===== config.mk =====
export PLATFORM = sky130hd
export DESIGN_NAME = cam_config_seq
export DESIGN_NICKNAME = d
export VERILOG_FILES = /design/src/rtl/cam_config_seq.sv
export SDC_FILE = /design/constraint.sdc
export NUM_CORES = 1
export LEC_CHECK = 0
export BUFFER_PORTS_ARGS = -buffer_cell sky130_fd_sc_hd__buf_2
export CAP_MARGIN = 20
export CORE_ASPECT_RATIO = 0.7
export CORE_MARGIN = 5
export CORE_UTILIZATION = 40
export CTS_CLUSTER_DIAMETER = 50
export CTS_CLUSTER_SIZE = 10
export DETAILED_ROUTE_END_ITERATION = 16
export GPL_TIMING_DRIVEN = 0
export PLACE_DENSITY_LB_ADDON = 0.12
export SKIP_CTS_REPAIR_TIMING = 1
export SLEW_MARGIN = 10
export SYNTH_ARGS = -nofsm -noshare
export SYNTH_HDL_FRONTEND = slang
export SYNTH_SLANG_ARGS = --single-unit

===== constraint.sdc =====
create_clock -name clk -period 2.79 [get_ports clk]
set_clock_uncertainty 0.2 [all_clocks]
set_input_delay 0.1395 -clock clk [delete_from_list [all_inputs] [get_ports clk]]
set_output_delay 0.1395 -clock clk [all_outputs]
set_load 0.05 [all_outputs]

===== src/rtl/cam_config_seq.sv =====
`timescale 1ns/1ps
// OV7670 power-up and register-configuration sequencer.
// Drives PWDN/RESET through a timed power-on, then streams {reg,value} ROM entries to the SCCB master.
module cam_config_seq #(
  parameter int          ADDR_W       = 8,
  parameter int unsigned RESET_CYCLES = 25000,
  parameter int unsigned BOOT_CYCLES  = 250000,
  parameter int unsigned DELAY_CYCLES = 250000,
  parameter int          MAX_RETRY    = 3,
  parameter logic [7:0]  DEV_ADDR     = 8'h42
) (
  input  logic              clk,
  input  logic              reset,
  input  logic              start,
  output logic [ADDR_W-1:0] rom_addr,
  input  logic [15:0]       rom_data,
  output logic              cmd_valid,
  input  logic              cmd_ready,
  output logic [7:0]        cmd_dev,
  output logic [7:0]        cmd_reg,
  output logic [7:0]        cmd_val,
  input  logic              wr_done,
  input  logic              wr_nack,
  output logic              cam_reset_n,
  output logic              cam_pwdn,
  output logic              busy,
  output logic              done,
  output logic              error,
  output logic [ADDR_W-1:0] fail_addr,
  output logic [3:0]        dbg_state
);

  // Command channel: cmd_dev/cmd_reg/cmd_val are stable whenever cmd_valid is high,
  // a transfer happens on the clock edge where cmd_valid && cmd_ready, and cmd_valid
  // drops the cycle after; cmd_ready with cmd_valid low is ignored.
  typedef enum logic [3:0] {
    S_IDLE,
    S_PWR_RST,
    S_BOOT,
    S_FETCH,
    S_DECODE,
    S_ISSUE,
    S_WAIT_ACK,
    S_DELAY,
    S_DONE,
    S_FAIL
  } state_t;

  localparam logic [31:0] RESET_LAST = 32'(RESET_CYCLES - 1);
  localparam logic [31:0] BOOT_LAST  = 32'(BOOT_CYCLES - 1);
  localparam logic [31:0] DELAY_LAST = 32'(DELAY_CYCLES - 1);
  localparam int RETRY_W = (MAX_RETRY < 1) ? 1 : $clog2(MAX_RETRY + 1);
  localparam logic [RETRY_W-1:0] RETRY_MAX = RETRY_W'(MAX_RETRY);
  localparam logic [ADDR_W-1:0] ADDR_LAST = '1;
  localparam logic [15:0] END_MARK   = 16'hFFFF;
  localparam logic [15:0] DELAY_MARK = 16'hFFF0;

  state_t              state_q, state_d;
  logic [31:0]         cnt_q, cnt_d;
  logic [RETRY_W-1:0]  retry_q, retry_d;
  logic [ADDR_W-1:0]   rom_addr_q, rom_addr_d;
  logic [ADDR_W-1:0]   fail_addr_q, fail_addr_d;
  logic                cmd_valid_q, cmd_valid_d;
  logic [7:0]          cmd_reg_q, cmd_reg_d;
  logic [7:0]          cmd_val_q, cmd_val_d;
  logic                cam_reset_n_q, cam_reset_n_d;
  logic                cam_pwdn_q, cam_pwdn_d;
  logic                busy_q, busy_d;
  logic                done_q, done_d;
  logic                error_q, error_d;
  logic                advance;
  logic                finish;

  always_comb begin
    state_d       = state_q;
    cnt_d         = cnt_q;
    retry_d       = retry_q;
    rom_addr_d    = rom_addr_q;
    fail_addr_d   = fail_addr_q;
    cmd_valid_d   = cmd_valid_q;
    cmd_reg_d     = cmd_reg_q;
    cmd_val_d     = cmd_val_q;
    cam_reset_n_d = cam_reset_n_q;
    cam_pwdn_d    = cam_pwdn_q;
    busy_d        = busy_q;
    done_d        = done_q;
    error_d       = error_q;
    advance       = 1'b0;
    finish        = 1'b0;

    case (state_q)
      S_IDLE, S_DONE, S_FAIL: begin
        if (start) begin
          state_d       = S_PWR_RST;
          cnt_d         = '0;
          retry_d       = '0;
          rom_addr_d    = '0;
          fail_addr_d   = '0;
          cmd_valid_d   = 1'b0;
          cam_reset_n_d = 1'b0;
          cam_pwdn_d    = 1'b0;
          busy_d        = 1'b1;
          done_d        = 1'b0;
          error_d       = 1'b0;
        end
      end
      S_PWR_RST: begin
        if (cnt_q == RESET_LAST) begin
          state_d       = S_BOOT;
          cnt_d         = '0;
          cam_reset_n_d = 1'b1;
        end else begin
          cnt_d = cnt_q + 32'd1;
        end
      end
      S_BOOT: begin
        if (cnt_q == BOOT_LAST) begin
          state_d = S_FETCH;
          cnt_d   = '0;
        end else begin
          cnt_d = cnt_q + 32'd1;
        end
      end
      // The ROM registers rom_addr at the end of FETCH, so DECODE sees its word.
      S_FETCH: state_d = S_DECODE;
      S_DECODE: begin
        if (rom_data == END_MARK) begin
          finish = 1'b1;
        end else if (rom_data == DELAY_MARK) begin
          state_d = S_DELAY;
          cnt_d   = '0;
        end else begin
          state_d     = S_ISSUE;
          cmd_reg_d   = rom_data[15:8];
          cmd_val_d   = rom_data[7:0];
          retry_d     = '0;
          cmd_valid_d = 1'b1;
        end
      end
      S_ISSUE: begin
        if (cmd_ready) begin
          state_d     = S_WAIT_ACK;
          cmd_valid_d = 1'b0;
        end
      end
      S_WAIT_ACK: begin
        if (wr_done) begin
          if (!wr_nack) begin
            advance = 1'b1;
          end else if (retry_q < RETRY_MAX) begin
            state_d     = S_ISSUE;
            retry_d     = retry_q + RETRY_W'(1);
            cmd_valid_d = 1'b1;
          end else begin
            state_d     = S_FAIL;
            fail_addr_d = rom_addr_q;
            error_d     = 1'b1;
            busy_d      = 1'b0;
            cam_pwdn_d  = 1'b1;
          end
        end
      end
      S_DELAY: begin
        if (cnt_q == DELAY_LAST) begin
          advance = 1'b1;
        end else begin
          cnt_d = cnt_q + 32'd1;
        end
      end
      default: state_d = S_IDLE;
    endcase

    // The table never wraps: the last ROM slot ends the sequence like an end marker.
    if (advance) begin
      if (rom_addr_q == ADDR_LAST) begin
        finish = 1'b1;
      end else begin
        state_d    = S_FETCH;
        rom_addr_d = rom_addr_q + ADDR_W'(1);
        cnt_d      = '0;
      end
    end

    if (finish) begin
      state_d = S_DONE;
      done_d  = 1'b1;
      busy_d  = 1'b0;
    end
  end

  always_ff @(posedge clk or negedge reset) begin
    if (!reset) begin
      state_q       <= S_IDLE;
      cnt_q         <= '0;
      retry_q       <= '0;
      rom_addr_q    <= '0;
      fail_addr_q   <= '0;
      cmd_valid_q   <= 1'b0;
      cmd_reg_q     <= '0;
      cmd_val_q     <= '0;
      cam_reset_n_q <= 1'b0;
      cam_pwdn_q    <= 1'b1;
      busy_q        <= 1'b0;
      done_q        <= 1'b0;
      error_q       <= 1'b0;
    end else begin
      state_q       <= state_d;
      cnt_q         <= cnt_d;
      retry_q       <= retry_d;
      rom_addr_q    <= rom_addr_d;
      fail_addr_q   <= fail_addr_d;
      cmd_valid_q   <= cmd_valid_d;
      cmd_reg_q     <= cmd_reg_d;
      cmd_val_q     <= cmd_val_d;
      cam_reset_n_q <= cam_reset_n_d;
      cam_pwdn_q    <= cam_pwdn_d;
      busy_q        <= busy_d;
      done_q        <= done_d;
      error_q       <= error_d;
    end
  end

  assign rom_addr    = rom_addr_q;
  assign cmd_valid   = cmd_valid_q;
  assign cmd_dev     = DEV_ADDR;
  assign cmd_reg     = cmd_reg_q;
  assign cmd_val     = cmd_val_q;
  assign cam_reset_n = cam_reset_n_q;
  assign cam_pwdn    = cam_pwdn_q;
  assign busy        = busy_q;
  assign done        = done_q;
  assign error       = error_q;
  assign fail_addr   = fail_addr_q;
  assign dbg_state   = state_q;

endmodule


==> summary.md, run 1 <==
| Metric | Value |
|---|---|
| Hold Path End | `dbg_state[3]` |
| Layout area overhead | `26.41%` |
| Final-report hold violation count | `1` |
| Initial DRC count | `~310` |
| Final hold slack | `-0.04302 ns` |
| Vias in the first global route | `approximately 3.9k` |
| Setup Viol. Count Final | `0` |
| Worst reg2reg startpoint | `dbg_state[2]` |
| Data required, critical path | `2.79 ns` |
| Max reg flops | `32` |
| Run status | `complete, but fails checks` |
| Num CTS Buffers | `9` |
| CTS H-tree depth | `3` |
| Synth top area cells | `dfrtp_1, nand2_1, mux2_2` |
| Via count | `between 4k and 5k` |
| Layout cells sized above 1 | `23.64%` |
| Non-Filler Instances | `~700` |
| Die H | `roughly 96 um` |
| Row count | `31` |
| Reg2reg path depth | `8` |
| Pwr/cell area | `just over 900 mW/mm2` |
| Final core occ | `51.90%` |
| Number of library cell types mapped by synthesis | `60` |
| # fillers | `approximately 960` |
| Crit path max fanout | `10` |
| Die Area | `about 0.013 mm2` |
| Mean Syn Cell Area | `9.119 um2` |
| Net count, final | `between 500 and 600` |
| Cell taking the most area after synthesis | `dfrtp_1` |
| Area share of the largest cell type after synthesis | `between 40% and 50%` |
| Clock latency on the worst-skew pair | `between 0.3 and 0.4 ns` |
| Sequential area share after synthesis | `between 40% and 50%` |
| Max cap viols | `0` |
| DP Area | `~0.0048 mm2` |
| Final GP Congestion | `approximately 0.9` |
| Number of synthesized flops with an enable pin | `0` |
| CTS Buffer Depth | `2` |
| FF-to-FF End | `cnt_q[22]` |
| Synth Flop Type | `dfrtp_1` |
| IO Pins | `72` |
| Initial antenna violation count | `0` |
| Routed WL | `approximately 12,000 um` |
| Violated checks | `negative hold slack` |
| Reg2Reg Setup Slack | `approximately 0.18 ns` |
| CTS Sinks | `76` |
| Synthesized flop and latch total | `76` |
| First-pass GRT wire length | `19,970 um` |
| Slew @ Worst Pin | `0.8629 ns` |
| Reg with most FFs | `cnt_q` |
| Max frequency | `about 0.37 GHz` |
| Placed Instances | `670` |
| Ratio of final minimum period to clock period | `between 90 and 100%` |
| Cells after synthesis | `between 400 and 500` |
| CORE AREA | `~0.010 mm2` |
| P_leak | `roughly 2.4 nW` |
| DRC viols | `0` |
| Register area | `between 0.0015 and 0.002 mm2` |
| Synth Cell Area | `between 0.004 and 0.005 mm2` |
| CTS tree | `done` |
| Post-synth top cells | `dfrtp_1, nand2_1, a21oi_1` |
| Wire per inst | `17.72 um` |
| Clock transition at path regs | `around 0.060 ns` |
| Area of the multi-input gates | `around 0.0023 mm2` |
| Starting density of the core | `41.06%` |
| Crit path capture type | `flop` |
| Largest net degree at the start of global routing | `59` |
| Count leader, synth | `dfrtp_1` |
| DIE WIDTH | `133.5 um` |
| Final ANT Viol Nets | `0` |
| Setup crit start kind | `primary input` |
| Final TNS setup | `0 ns` |
| Clock Root Buffer | `clkbuf_16` |
| Diodes inserted | `0` |
| Post-DP HPWL | `a little under 9000 um` |
| Max-slew headroom | `between 40% and 50%` |
| Global-route total usage across every layer | `about a fifth` |
| Hold Path Origin | `start` |
| Worst vdd rail ir drop | `roughly 0.00039 V` |
| YS warnings | `0` |
| Worst hold stages | `4` |
| Port Buffer Count | `between 60 and 70` |
| Crit Path Class | `primary input to flop` |
| Crit path arrival time | `roughly 2.7 ns` |
| Hold Path Class | `primary input to flop` |
| TritonRoute pass-1 iters | `5` |
| Slew Limit Fails | `0` |
| Asr flop ratio synth | `100.0%` |
| Detailed-route vias per instance | `5.834` |
| Min Tclk post-route | `between 2 and 3 ns` |
| GR Overflow Total | `0` |
| Cell area after layout | `0.005395 mm2` |
[cells by family (layout without fill, tap and decap cells)]
kind of cell,Yosys count,in the layout,synth area share (%)
AO/OA/AOI/OAI,116,116,17.33
XOR/XNOR,4,4,0.8210
adder cells (fa/ha/maj),4,4,1.173
buffers and inverters,39,136,4.632
flip-flops,76,76,44.59
multiplexers,20,20,5.189
other,2,8,0.1760
AND/OR/NAND/NOR,207,207,26.09
[layer usage]
metal / share of wire (%) / track usage [%] / routed length, um
met5: 0 / 0 / 0
met4: 1.1 / 5.822 / 135
met3: 7.6 / 5.901 / 943
met2: 42 / 27.24 / 5212
met1: 49 / 29.37 / 6167
[power breakdown]
group	leakage, nW	switching [mW]	internal (mW)
registers	0.987	0.303	1.37
logic	1.26	1.31	0.670
clock network	0.159	0.481	0.876
total	2.41	2.10	2.92
[cell usage in the layout (no fill, tap or decap), types with 4 or more instances in the layout]
cell,Yosys,final
and3_1,9,9
mux2_2,17,17
and2_1,4,4
nand2b_1,7,7
o21ai_0,22,21
a41oi_1,8,8
nand4_1,14,14
conb_1,2,8
dfrtp_1,75,75
nor2_1,26,25
o31ai_1,5,5
a31oi_1,11,11
dlygate4sd3_1,0,17
nor4_1,12,10
clkbuf_16,0,9
ha_1,4,4
nand2_1,55,54
buf_4,8,9
nor3_1,27,26
inv_1,8,8
a21oi_1,37,37
nor2b_1,4,4
a21o_1,4,4
buf_2,11,72
a311oi_1,4,4
and4_1,6,6
clkbuf_1,10,9
nand3_1,21,21
nor4b_1,4,4
[worst max-delay path, stage by stage]
cell           delay, ns
dlygate4sd3_1       0.55
buf_2               0.14
or4_4               0.49
nor4_4              0.47
o32ai_2             0.21
o21bai_4            0.22
buf_6               0.15
o31ai_1             0.25
a21oi_1             0.10
[through the flow]
step	worst slack (ns)	hold slack [ns]	total power, mW
6_report	0.07367	-0.04302	5.014
2_1_floorplan	0.2435	-0.3561	3.017
3_5_place_dp	-0.1907	-0.1536	3.576
3_3_place_gp	-0.1510	0.1922	3.550
4_1_cts	-0.1980	-0.5209	4.950
5_1_grt	-0.02894	0.02683	5.304
[worst max-delay path by stage]
stage	startpoint	endpoint	slack, ns	depth (start not counted)
2_1_floorplan	dbg_state[0]	cmd_reg[0]	0.24	5
3_3_place_gp	cnt_q[30]	cnt_q[8]	-0.15	7
3_5_place_dp	cnt_q[30]	cnt_q[8]	-0.19	7
4_1_cts	cnt_q[30]	cnt_q[8]	-0.20	7
5_1_grt	rom_data[3]	cnt_q[12]	-0.03	9
6_report	rom_data[3]	cnt_q[12]	0.07	9
[layout make-up]
| type | count | area share, % |
|---|---|---|
| Inverter | 8 | 0.5566 |
| Buffer | 31 | 3.200 |
| Tap cell | 132 | 3.061 |
| Clock buffer | 10 | 4.244 |
| Timing Repair Buffer | 81 | 9.555 |
| Sequential cell | 76 | 35.27 |
| Clock inverter | 6 | 2.110 |
| Multi-Input combinational cell | 359 | 42.00 |
(Power assumes the default switching activity.)
==> inputs of run 2 (changes only) <==
CORE_UTILIZATION = 50   (was 40)
==> summary.md, run 2 (synthesized netlist as in run 1, its figures left out) <==
| Metric | Value |
|---|---|
| CP Cell Sequence | `dlygate4sd3_1, buf_2, or4_4, nor4_4, o32ai_4, clkbuf_1, o21a_1, o211a_1` |
| Worst vdd rail ir drop | `0.0006320 V (+64%)` |
| Num CTS Buffers | `9 (unchanged)` |
| CTS H-tree depth | `3 (unchanged)` |
| Switching power | `2.116 mW (+0.98%)` |
| Port Buffer Count | `63 (unchanged)` |
| Initial DRC count | `484 (+55%)` |
| Max cap viols | `0 (unchanged)` |
| Pwr/cell area | `929.9 mW/mm2 (about the same)` |
| Crit-path leading delay family | `simple AND/OR/NAND/NOR gates` |
| Commonest non-fill, non-tap cell in the layout | `dfrtp_1` |
| Global-route total usage across every layer | `23.79% (+4.1 points)` |
| Row count | `28 (-9.7%)` |
| DRC viols | `0 (unchanged)` |
| DIE WIDTH | `120.4 um (-9.8%)` |
| Commonest cells after routing, fill and taps aside | `dfrtp_1, buf_2, nand2_1` |
| Final-report hold violation count | `0 (-1)` |
| Routed WL | `12,530 um (+0.59%)` |
| Crit path capture type | `flop` |
| Max reg flops | `32 (unchanged)` |
| Final ANT Viol Nets | `0 (unchanged)` |
| Clock transition at path regs | `0.06 ns (about the same)` |
| Final GP Congestion | `0.9408 (+6.8%)` |
| Crit path max fanout | `10 (unchanged)` |
| Switching Share | `42.30% (+0.51 points)` |
| Max frequency | `0.3730 GHz (+1.3%)` |
| IO Pins | `72 (unchanged)` |
| CTS Sinks | `76 (unchanged)` |
| First-pass GRT wire length | `19,750 um (-1.1%)` |
| Detailed-route vias per instance | `6.221 (+6.6%)` |
| Cell count along the critical path | `8 (-1)` |
| CTS tree | `done` |
| Seq pwr share | `34.0% (+0.6 points)` |
| Reg2reg path depth | `8 (unchanged)` |
| Combinational Power Share | `40.3% (+0.8 points)` |
| Overall Power | `5.002 mW (-0.24%)` |
| CTS Buffer Depth | `2 (unchanged)` |
| Final core occ | `64.24% (+12 points)` |
| Die H | `87.30 um (-9.5%)` |
| Vias in the first global route | `3,871 (+0.21%)` |
| Post-DP HPWL | `8627 um (-3.5%)` |
| Wire per inst | `18.49 um (+4.3%)` |
| Crit-path max cell delay | `0.54 ns (about the same)` |
| Min Tclk post-route | `2.681 ns (-0.03563 ns)` |
| TritonRoute pass-1 iters | `5 (unchanged)` |
| Run status | `complete, no violations` |
| Buf/Inv on CP | `3 (unchanged)` |
| Starting density of the core | `50.97% (+9.9 points)` |
| Clock Root Buffer | `clkbuf_16` |
| Slew @ Worst Pin | `0.8286 ns (-0.03435 ns)` |
| Max-slew headroom | `44.30% (+2.4 points)` |
| CORE AREA | `0.008373 mm2 (-19%)` |
| Diodes inserted | `0 (unchanged)` |
| Internal power | `2.886 mW (-1.1%)` |
| Data required, critical path | `2.82 ns (+0.03 ns)` |
| Reg with most FFs | `cnt_q` |
| Initial antenna violation count | `0 (unchanged)` |
| # fillers | `698 (-27%)` |
| Clock latency on the worst-skew pair | `0.34 ns (about the same)` |
| Largest net degree at the start of global routing | `40 (-32%)` |
| Worst hold stages | `5 (+1)` |
| Crit Path Class | `primary input to flop` |
| Area of the multi-input gates | `0.002282 mm2 (+0.72%)` |
| Ratio of final minimum period to clock period | `96.08% (-1.3 points)` |
| Net count, final | `595 (+0.51%)` |
| Setup Viol. Count Final | `0 (unchanged)` |
| Slew Limit Fails | `0 (unchanged)` |
| Hold Path Class | `primary input to flop` |
| Setup crit start kind | `primary input` |
| Slowest CP cell | `nor4_4` |
| Via count | `4,218 (+2.9%)` |
| Die Area | `0.01051 mm2 (-18%)` |
| Layout area overhead | `26.03%` |
| Clock Power Share | `25.6% (-1.4 points)` |
| Layout cells sized above 1 | `23.91% (+0.27 points)` |
| Crit path arrival time | `2.71 ns (about the same)` |
| P_leak | `2.401 nW (-0.36%)` |
| Register area | `0.001903 mm2 (unchanged)` |
| GR Overflow Total | `0 (unchanged)` |
==> run 2: metal layers <==
layer,GRT usage (%),share of wire [%],vias to the layer above
met1,35.46,47,2036
met5,0,0,-
met2,33.65,42,220
li1,-,-,1946
met4,5.144,1.0,0
met3,7.727,10,16
==> run 2: power groups by stage <==
stage          clock [mW]  sequential (mW)  combinational (mW)
3_3_place_gp            0             1.67                1.85
3_5_place_dp            0             1.68                1.87
6_report             1.28             1.70                2.02
2_1_floorplan           0             1.94                1.08
4_1_cts              1.29             1.67                1.89
5_1_grt              1.36             1.74                2.18
==> run 2: metrics by stage <==
step,hold WS [ns],setup TNS (ns),std cells,area (um2),worst slack [ns]
floorplan,-0.3561,0,474,4290,0.2435
global placement,0.1868,-1.860,642,4737,-0.2430
detailed placement,-0.04966,-1.797,643,4766,-0.2503
CTS,-0.4122,-1.846,658,5091,-0.2665
global route,0.1154,-0.04787,678,5379,-0.01208
finish,0.08217,0,678,5379,0.1093
==> run 2: final cells by class <==
cell class,instances,area share [%]
Multi-Input combinational cell,359,42.43
Sequential cell,76,35.38
Buffer,31,3.233
Clock inverter,4,1.349
Timing Repair Buffer,84,9.909
Tap cell,105,2.442
Clock buffer,11,4.699
Inverter,8,0.5583
==> run 2: final timing paths <==
| kind | from | slack, ns | endpoint |
|---|---|---|---|
| max | rom_data[2] | 0.11 | cnt_q[1] |
| min in group asynchronous | reset | 0.11 | cmd_val[1] |
| max reg2reg | cnt_q[30] | 0.13 | cnt_q[6] |
| min reg2reg | done | 0.28 | done |
| min | cmd_ready | 0.08 | dbg_state[1] |
| max in group asynchronous | reset | 1.70 | cnt_q[27] |
==> run 2: tightest hold or removal path, cell delays in order <==
cell and delay, ns:
buf_2 0.09, o211ai_1 0.08, a21oi_1 0.14, nor3_1 0.06
nor2_1 0.08
